## config.mk

```make
export PLATFORM = sky130hd
export DESIGN_NAME = uart_rx_ctrl_flat
export DESIGN_NICKNAME = d
export VERILOG_FILES = /design/src/rtl/uart_rx_ctrl_if.sv /design/src/rtl/uart_rx_ctrl.sv /design/src/flat_wrapper.sv
export SDC_FILE = /design/constraint.sdc
export NUM_CORES = 1
export LEC_CHECK = 0
export CAP_MARGIN = 20
export CORE_ASPECT_RATIO = 0.7
export CORE_MARGIN = 4
export CORE_UTILIZATION = 44
export CTS_BUF_LIST = sky130_fd_sc_hd__clkbuf_16
export DETAILED_ROUTE_END_ITERATION = 10
export PLACE_DENSITY = 0.67
export REMOVE_ABC_BUFFERS = 1
export SLEW_MARGIN = 0
export SYNTH_ARGS = -nofsm -noshare
export SYNTH_HDL_FRONTEND = slang
export SYNTH_SLANG_ARGS = --single-unit
```

## constraint.sdc

```tcl
create_clock -name Clk -period 6.65 [get_ports Clk]
set_input_delay 0.9975 -clock Clk [delete_from_list [all_inputs] [get_ports Clk]]
set_output_delay 0.9975 -clock Clk [all_outputs]
set_load 0.05 [all_outputs]
```

## src/rtl/uart_rx_ctrl_if.sv

```systemverilog
// rtl/uart_rx_ctrl_if.sv - receiver-side configuration, control and FIFO signal bundle for uart_rx_ctrl
interface uart_rx_ctrl_if #(
    parameter int DEPTH = 4
);
    localparam int CW = $clog2(DEPTH) + 1;

    logic          Enable;
    logic [15:0]   BaudDiv;
    logic [3:0]    NBitsCfg;
    logic          Rx;
    logic          RxEn;
    logic          Tick;
    logic [3:0]    NBits;
    logic          RxDone;
    logic [7:0]    RxData;
    logic          RdEn;
    logic [7:0]    DataOut;
    logic          DataValid;
    logic [CW-1:0] Count;
    logic          Overrun;
    logic          OverrunClr;
    logic          Timeout;

    modport slave (
        input  Enable, BaudDiv, NBitsCfg, Rx, RxDone, RxData, RdEn, OverrunClr,
        output RxEn, Tick, NBits, DataOut, DataValid, Count, Overrun, Timeout
    );

    modport master (
        output Enable, BaudDiv, NBitsCfg, Rx, RxDone, RxData, RdEn, OverrunClr,
        input  RxEn, Tick, NBits, DataOut, DataValid, Count, Overrun, Timeout
    );
endinterface

```

## src/rtl/uart_rx_ctrl.sv

```systemverilog
// rtl/uart_rx_ctrl.sv - UART receive sequencer: baud tick, frame FSM, show-ahead byte FIFO
// Optional idle timeout is built when RX_TIMEOUT_EN is defined.
module uart_rx_ctrl #(
    parameter int DEPTH    = 4,
    parameter int TO_TICKS = 640
) (
    input  logic          Clk,
    input  logic          Rst,
    uart_rx_ctrl_if.slave bus
);
    localparam int AW = $clog2(DEPTH);
    localparam int CW = AW + 1;
    localparam logic [CW-1:0] FULL_CNT = CW'(DEPTH);

    if (DEPTH < 2 || (DEPTH & (DEPTH - 1)) != 0 || TO_TICKS < 1) begin : g_bad_param
        $error("uart_rx_ctrl: DEPTH must be a power of 2 >= 2 and TO_TICKS >= 1");
    end

    typedef enum logic [1:0] {ST_OFF, ST_IDLE, ST_FRAME} state_t;

    state_t        state, state_nxt;
    logic          rx_s1, rx_s2;
    logic          done_s1, done_s2, done_s3;
    logic          done_rise;
    logic [15:0]   baud_cnt, div_m1;
    logic          tick;
    logic          rx_en, push;
    logic [3:0]    nbits_q, nbits_legal;
    logic [7:0]    mem [DEPTH];
    logic [AW-1:0] wr_ptr, rd_ptr;
    logic [CW-1:0] count;
    logic          empty, full, pop, wr_ok, ovr_set, overrun_q;

    // Line idles high, so the Rx synchroniser resets to 1 to avoid a false start bit
    always_ff @(posedge Clk or posedge Rst) begin
        if (Rst) begin
            rx_s1   <= 1'b1;
            rx_s2   <= 1'b1;
            done_s1 <= 1'b0;
            done_s2 <= 1'b0;
            done_s3 <= 1'b0;
        end else begin
            rx_s1   <= bus.Rx;
            rx_s2   <= rx_s1;
            done_s1 <= bus.RxDone;
            done_s2 <= done_s1;
            done_s3 <= done_s2;
        end
    end

    assign done_rise = done_s2 & ~done_s3;

    assign div_m1 = (bus.BaudDiv < 16'd2) ? 16'd0 : bus.BaudDiv - 16'd1;
    assign tick   = (state != ST_OFF) && (baud_cnt >= div_m1);

    always_ff @(posedge Clk or posedge Rst) begin
        if (Rst)                                       baud_cnt <= 16'd0;
        else if (state == ST_OFF || state_nxt == ST_OFF) baud_cnt <= 16'd0;
        else if (tick)                                 baud_cnt <= 16'd0;
        else                                           baud_cnt <= baud_cnt + 16'd1;
    end

    always_ff @(posedge Clk or posedge Rst) begin
        if (Rst) state <= ST_OFF;
        else     state <= state_nxt;
    end

    always_comb begin
        state_nxt = state;
        rx_en     = 1'b0;
        push      = 1'b0;
        case (state)
            ST_OFF: begin
                if (bus.Enable) state_nxt = ST_IDLE;
            end
            ST_IDLE: begin
                rx_en = 1'b1;
                if (!rx_s2)           state_nxt = ST_FRAME;
                else if (!bus.Enable) state_nxt = ST_OFF;
            end
            ST_FRAME: begin
                rx_en = 1'b1;
                if (done_rise) begin
                    push      = 1'b1;
                    state_nxt = bus.Enable ? ST_IDLE : ST_OFF;
                end
            end
            default: state_nxt = ST_OFF;
        endcase
    end

    assign nbits_legal = (bus.NBitsCfg == 4'd6 || bus.NBitsCfg == 4'd7 || bus.NBitsCfg == 4'd8)
                         ? bus.NBitsCfg : 4'd8;

    // Width tracks the config while idle and is frozen for the whole frame
    always_ff @(posedge Clk or posedge Rst) begin
        if (Rst)                                              nbits_q <= 4'd8;
        else if ((state == ST_OFF && bus.Enable) || state == ST_IDLE) nbits_q <= nbits_legal;
    end

    assign empty   = (count == '0);
    assign full    = (count == FULL_CNT);
    assign pop     = bus.RdEn && !empty;
    assign wr_ok   = push && (!full || pop);
    assign ovr_set = push && full && !pop;

    always_ff @(posedge Clk) begin
        if (wr_ok) mem[wr_ptr] <= bus.RxData;
    end

    always_ff @(posedge Clk or posedge Rst) begin
        if (Rst) begin
            wr_ptr    <= '0;
            rd_ptr    <= '0;
            count     <= '0;
            overrun_q <= 1'b0;
        end else begin
            if (wr_ok) wr_ptr <= wr_ptr + 1'b1;
            if (pop)   rd_ptr <= rd_ptr + 1'b1;
            if (wr_ok && !pop)      count <= count + 1'b1;
            else if (!wr_ok && pop) count <= count - 1'b1;
            if (ovr_set)             overrun_q <= 1'b1;
            else if (bus.OverrunClr) overrun_q <= 1'b0;
        end
    end

`ifdef RX_TIMEOUT_EN
    localparam int TW = $clog2(TO_TICKS + 1);
    logic [TW-1:0] to_cnt;
    logic          timeout_q, to_clr;

    assign to_clr = pop || empty || (state_nxt == ST_FRAME && state != ST_FRAME);

    always_ff @(posedge Clk or posedge Rst) begin
        if (Rst) begin
            to_cnt    <= '0;
            timeout_q <= 1'b0;
        end else if (to_clr) begin
            to_cnt    <= '0;
            timeout_q <= 1'b0;
        end else if (state == ST_IDLE && tick && to_cnt != TW'(TO_TICKS)) begin
            to_cnt <= to_cnt + 1'b1;
            if (to_cnt == TW'(TO_TICKS - 1)) timeout_q <= 1'b1;
        end
    end

    assign bus.Timeout = timeout_q;
`else
    assign bus.Timeout = 1'b0;
`endif

    assign bus.RxEn      = rx_en;
    assign bus.Tick      = tick;
    assign bus.NBits     = nbits_q;
    assign bus.DataOut   = empty ? 8'h00 : mem[rd_ptr];
    assign bus.DataValid = !empty;
    assign bus.Count     = count;
    assign bus.Overrun   = overrun_q;
endmodule

```

## src/flat_wrapper.sv

```systemverilog
// flat-port wrapper written by rule: the top's interface ports become plain ports
module uart_rx_ctrl_flat 
#(
    parameter int DEPTH    = 4,
    parameter int TO_TICKS = 640
)
  (Clk, Rst, bus_Enable, bus_BaudDiv, bus_NBitsCfg, bus_Rx, bus_RxDone, bus_RxData, bus_RdEn, bus_OverrunClr, bus_RxEn, bus_Tick, bus_NBits, bus_DataOut, bus_DataValid, bus_Count, bus_Overrun, bus_Timeout);
  uart_rx_ctrl_if #(.DEPTH(DEPTH)) bus_i ();
  input  logic Clk;
  input  logic Rst;
  input wire logic [$bits(bus_i.Enable)-1:0] bus_Enable;
  input wire logic [$bits(bus_i.BaudDiv)-1:0] bus_BaudDiv;
  input wire logic [$bits(bus_i.NBitsCfg)-1:0] bus_NBitsCfg;
  input wire logic [$bits(bus_i.Rx)-1:0] bus_Rx;
  input wire logic [$bits(bus_i.RxDone)-1:0] bus_RxDone;
  input wire logic [$bits(bus_i.RxData)-1:0] bus_RxData;
  input wire logic [$bits(bus_i.RdEn)-1:0] bus_RdEn;
  input wire logic [$bits(bus_i.OverrunClr)-1:0] bus_OverrunClr;
  output wire logic [$bits(bus_i.RxEn)-1:0] bus_RxEn;
  output wire logic [$bits(bus_i.Tick)-1:0] bus_Tick;
  output wire logic [$bits(bus_i.NBits)-1:0] bus_NBits;
  output wire logic [$bits(bus_i.DataOut)-1:0] bus_DataOut;
  output wire logic [$bits(bus_i.DataValid)-1:0] bus_DataValid;
  output wire logic [$bits(bus_i.Count)-1:0] bus_Count;
  output wire logic [$bits(bus_i.Overrun)-1:0] bus_Overrun;
  output wire logic [$bits(bus_i.Timeout)-1:0] bus_Timeout;
  assign bus_i.Enable = bus_Enable;
  assign bus_i.BaudDiv = bus_BaudDiv;
  assign bus_i.NBitsCfg = bus_NBitsCfg;
  assign bus_i.Rx = bus_Rx;
  assign bus_i.RxDone = bus_RxDone;
  assign bus_i.RxData = bus_RxData;
  assign bus_i.RdEn = bus_RdEn;
  assign bus_i.OverrunClr = bus_OverrunClr;
  assign bus_RxEn = bus_i.RxEn;
  assign bus_Tick = bus_i.Tick;
  assign bus_NBits = bus_i.NBits;
  assign bus_DataOut = bus_i.DataOut;
  assign bus_DataValid = bus_i.DataValid;
  assign bus_Count = bus_i.Count;
  assign bus_Overrun = bus_i.Overrun;
  assign bus_Timeout = bus_i.Timeout;
  uart_rx_ctrl #(.DEPTH(DEPTH), .TO_TICKS(TO_TICKS)) u_core (.Clk(Clk), .Rst(Rst), .bus(bus_i));
endmodule
```

[Word-level counts from Yosys, hierarchy flattened]
Memories as Yosys holds them, arrays and structs flattened.
Cells that the tools add are included.
Operators by class
  mux-type cells: 20
  bitwise logic cells: 2
  add/subtract/negate cells: 6
  eq/ne operators: 6
  reductions and logical operators: 24
  $lt $le $gt $ge: 2
Operators with widths (count)
  $mux 16: 3
  $add 16x1->16 const B: 1
  $ge 16x16->1: 1
  $lt 16x2->1 const B: 1
  $sub 16x1->16 const B: 1
  $eq 4x3->1 const B: 2
  $logic_and 1x1->1: 8
  $mux 1: 8
  $mux 2: 4
  $mux 8: 1
  $mux 3: 2
  $pmux 2 s3: 1
  $reduce_bool 2->1: 3
  $logic_or 1x1->1: 5
  $add 2x1->2 const B: 2
  $eq 4x4->1 const B: 1
  $logic_not 1->1: 4
  $logic_not 2->1: 2
  $mux 4: 1
  $add 3x1->3 const B: 1
  $eq 3x3->1 const B: 1
  $logic_not 3->1: 1
  $sub 3x1->3 const B: 1
  $eq 2x1->1 const B: 1
  4 further kinds: 4
Storage, ports and cells
  word-level logic and storage cells: 73
  output and inout port bits: 20
  bits in writable memories: 32
  bits in registers: 35
  memories: 1
  input bits: 35
Memory list
  u_core.mem: words 4, width 8, read ports 1, clocked after memory_dff 0, wr ports 1, line uart_rx_ctrl.sv:29  | logic [7:0] mem [DEPTH];

[Longest topological paths before layout]
  depth in word-level cells: 9
  mapped depth: 13
  gate-level depth less buffers: 12

[Worst setup path before layout]
Ideal clock, no wire load.
  path kind: in2out
  from: input port bus_BaudDiv[7]
  to: output port bus_Tick
  setup slack: 1.510 ns
  data arrival time: 4.142 ns
  buffers on the path: 0
  data required time: 5.653 ns
  stages: 11
  path through: or3_4 -> or3_4 -> nor4_4 -> xor2_1 -> nand2_1 -> ha_1 -> nand4_1 -> nor3_1 -> o41ai_1 -> o311ai_2 -> nor2b_1
On the way
  longest elaborated chain between the ends: 4
  elaborated cells between the ends (all ways): 5
  those cells by class: add/sub: 1; order compare: 2; mux: 1; reduce/logical: 1
RTL lines
  from (decl): line flat_wrapper.sv:12  | input wire logic [$bits(bus_i.BaudDiv)-1:0] bus_BaudDiv;
  $sub 16x1->16 or $lt 16x2->1 (tied branches): line uart_rx_ctrl.sv:53  | assign div_m1 = (bus.BaudDiv < 16'd2) ? 16'd0 : bus.BaudDiv - 16'd1;
  $mux 16 *: line uart_rx_ctrl.sv:53
  $ge 16x16->1 *: line uart_rx_ctrl.sv:54  | assign tick = (state != ST_OFF) && (baud_cnt >= div_m1);
  $logic_and 1x1->1 *: line uart_rx_ctrl.sv:54
  to (decl): line flat_wrapper.sv:20  | output wire logic [$bits(bus_i.Tick)-1:0] bus_Tick;
Every way passes the cells marked *; elsewhere a longest branch is shown, timed or not.

[Worst setup path in the final report]
Ends and elaborated chain as after synthesis.

==> results.md <==
- The kind of start point of the critical path is a primary input.
- The transition at the pin with the smallest max-transition slack is 0.6770 ns.
- Ranked by instance count, the synthesized netlist is headed by dfrtp_1 (32), edfxtp_1 (32), nand2_1 (31), nor3_1 (28), ha_1 (27).
- Across the routed clock network, the largest skew measured is 0.007991 ns.
- Yosys attributes the largest share of cell area to edfxtp_1 (27%), dfrtp_1 (22%), ha_1 (9.4%).
- The count of port buffers added during placement is 53.
- In this run the post-CTS setup repair buffer count came out at 0.
- Headroom to the max-slew limit came out at 54.52%.
- The worst vdd rail ir drop is 0.2614 mV.
- Data on the critical path arrives at its endpoint at 4.82 ns.
- The post-synthesis cell area is 0.003577 sq mm.
- In the final routed layout, each cell accounts on average for 15.98 um.
- Once layout is complete, the cells apart from fillers number 472.
- The core region is 0.007871 sq mm.
- Setup repair after global routing left no endpoint under its margin.
- The part of the Yosys area used for sequential elements is 51.45%.
- The number of hold-repair buffers added at the cts stage is 0.
- The instance count of the mapped netlist is 306.
- The number of remaining DRC errors is 0.
- Summed over all nets, the half-perimeter wirelength after detailed placement is 5548 um.
- The initial antenna violation count is 0.
- For this run, the top clock speed supported by timing is 171.9 MHz.
- The cell depth of the worst flop-to-flop path is 10.
- Of all flip-flops after synthesis, the portion carrying an async set or reset was 52.24%.
- The aggregate global-route resource usage is 16.99%.
- The share of synthesized area in the top cell type comes to 26.86%.
- The floorplan row count is 27.
- The worst hold path class is reg2reg.
- The final count of pins violating max slew was 0.
- The power per unit of standard cell area is 369.1 mW/mm^2.
- The net count of the finished layout is 429.
- Entering global routing, the biggest net connects 36 pins.
- The flow ran to the end, and the final reports show no timing, DRC or antenna violations.
- The total setup violations reported at the end of the flow is 0.
- Gates resized during post-CTS repair numbered 0.
- Dividing the final minimum period by the clock period gives 87.50%.
- In this run, the number of DRC markers left after iteration 0 of detailed routing was 127.
- Cells with a size suffix above 1 make up 9.973% of the layout.
- The number of global-route vias before repair is 2,546.
- Summed over all layers, the global routing overflow is 0.
- The y dimension of the die is 83.44 um.
- The most used flip-flop cell after synthesis is edfxtp_1.
- The clock-pin slew on the worst setup and hold paths is 0.05 ns.
- The critical path in this run is classified as in2out.
- The initial core utilization is 45.45%.
- The number of ports placed on the die boundary is 55.
- The worst hold path depth is 0.
- The synthesis-stage register bit count is 67.
- The synthesized area divided by synthesized cell count is 11.69 sq um.
- Once placement completed, the tool counted placed cells totaling 455.
- The total inserted antenna cells is 0.
- The congestion estimate from routability-driven global placement came to 0.7900.
- The setup total negative slack is 0 ns.
- The number of vias in the routed layout is 2,510.
- Fill cells in the final layout number 668.
- The routed design has 7543 um of wire.
- TritonCTS created 9 clock buffers.
- The maximum clock insertion buffer count is 2.
- The clock tree root buffer cell is clkbuf_16.
- For the worst setup path, the data required time is 5.65 ns.
- The total iterations of the first detailed-routing run is 4.
- The largest total area in the synthesized netlist belongs to edfxtp_1.
- TritonCTS built the clock tree.
- The worst path in the final design needs a cycle of 5.819 ns, including I/O delays and setup.
- For the worst-skew pair, the clock arrives at the later sink with an insertion delay of 0.33 ns.
- STA classifies the critical path endpoint as an output pin.
- The area growth from synthesis to layout is 26.16%.
- The H-tree was split into 3 levels.
- After synthesis, the netlist uses 44 different library cells.
- The number of max-cap violations is 0.
- In this run the remaining antenna-violating nets after routing total 0.
- The die area is 0.009660 sq mm.
- The number of synthesis warnings is 0.
- The count of flip-flops with a built-in enable after synthesis is 32.
- The number of hold-slack violations in the final timing report is 0.
- The static leakage is 1.795 nW.
- The width of the chip is 115.8 um.
- In this run the worst path has a maximum fanout of 17.
- The wire length of the first global-routing pass is 12,880 um.
- The number of sinks on the clock net is 67.
- The detail-routed via count per cell is 5.318.
logic make-up after synthesis:
kind of cell	share of synthesized area (%)
buffers and inverters	2.623
other	0.1048
AND/OR/NAND/NOR	17.80
adder cells (fa/ha/maj)	10.00
AO/OA/AOI/OAI	4.827
flip-flops	51.45
XOR/XNOR	7.835
multiplexers	5.351
sequential cells by signal (all words and copies together) (netlist names):
signal and flops:
u_core.baud_cnt 16, u_core.rx_s1 1, u_core.rd_ptr 2, u_core.bus.Count 3
u_core.done_s2 1, u_core.state 2, u_core.done_s1 1, u_core.rx_s2 1
u_core.wr_ptr 2, u_core.bus.NBits 4, u_core.bus.Overrun 1, u_core.done_s3 1
u_core.mem 32
final timing paths:
path / slack, ns / start / to
max in group asynchronous: 5.20 / Rst / u_core.bus.NBits[3]
setup / recovery: 0.83 / bus_BaudDiv[7] / bus_Tick
setup reg to reg: 4.25 / u_core.state[0] / u_core.bus.Count[2]
hold reg to reg: 0.36 / u_core.rx_s1 / u_core.rx_s2
min in group asynchronous: 1.10 / Rst / u_core.bus.NBits[2]
hold / removal: 0.36 / u_core.rx_s1 / u_core.rx_s2
critical path: stages:
cell and delay, ns:
clkdlybuf4s50_1 0.45, or3_4 0.42, nor3_1 0.46, nand3_1 0.54, nand2_1 0.27, ha_1 0.16, nand4_1 0.13, nor3_1 0.36
o41ai_1 0.17, o311ai_2 0.23, buf_4 0.27, nor2b_1 0.16, buf_4 0.21
cell type report:
class / instances / area (sq um) / area share, %
flip-flops and latches: 67 / 1841 / 40.78
multi-input cells: 218 / 1643 / 36.40
repair buffers: 56 / 550.5 / 12.20
clock buffers: 9 / 225.2 / 4.990
well taps: 101 / 126.4 / 2.800
clock inverters: 7 / 75.07 / 1.663
inverters: 14 / 52.55 / 1.164
cell usage in the layout (no fill, tap or decap), drive strengths merged, types with 2 or more instances in the layout:
| cell type | count |
|---|---|
| clkinvlp | 3 |
| nor3 | 28 |
| nand4 | 8 |
| nand2 | 31 |
| xor2 | 15 |
| inv | 16 |
| a21boi | 2 |
| clkdlybuf4s50 | 52 |
| and2 | 12 |
| nand3 | 11 |
| dfstp | 3 |
| o21ai | 7 |
| a21o | 2 |
| edfxtp | 32 |
| xnor2 | 17 |
| clkbuf | 9 |
| ha | 27 |
| buf | 4 |
| dfrtp | 32 |
| mux4 | 8 |
| nor4 | 4 |
| or3 | 3 |
| a21oi | 7 |
| nand2b | 3 |
| nor2b | 5 |
| nor2 | 14 |
metal layers:
layer  track usage [%]  vias up  share of wire [%]  wire (um)
met5                 0        -                  0          0
met1             25.12     1224                 48       3628
met4             5.585        0                1.5        112
met2             24.54       60                 45       3429
met3             3.933       10                4.9        372
li1                  -     1216                  -          -
metrics by stage:
stage	util, %	power [mW]	setup slack, ns	hold slack (ns)	instance area (sq um)
floorplan	-	0.9853	1.231	0.3312	3536
global placement	53.43	1.187	1.226	0.3331	4205
detailed placement	53.43	1.195	0.9095	0.3410	4205
CTS	57.24	1.673	0.8181	0.3521	4506
global route	57.34	1.756	0.4971	0.3643	4513
finish	57.34	1.666	0.8315	0.3550	4513
power breakdown:
group	internal [mW]	leakage, nW	switching (mW)
logic	0.255	0.916	0.385
registers	0.485	0.740	0.0689
clock network	0.292	0.138	0.181
total	1.03	1.79	0.635
Power figures use the tool's default switching activity.
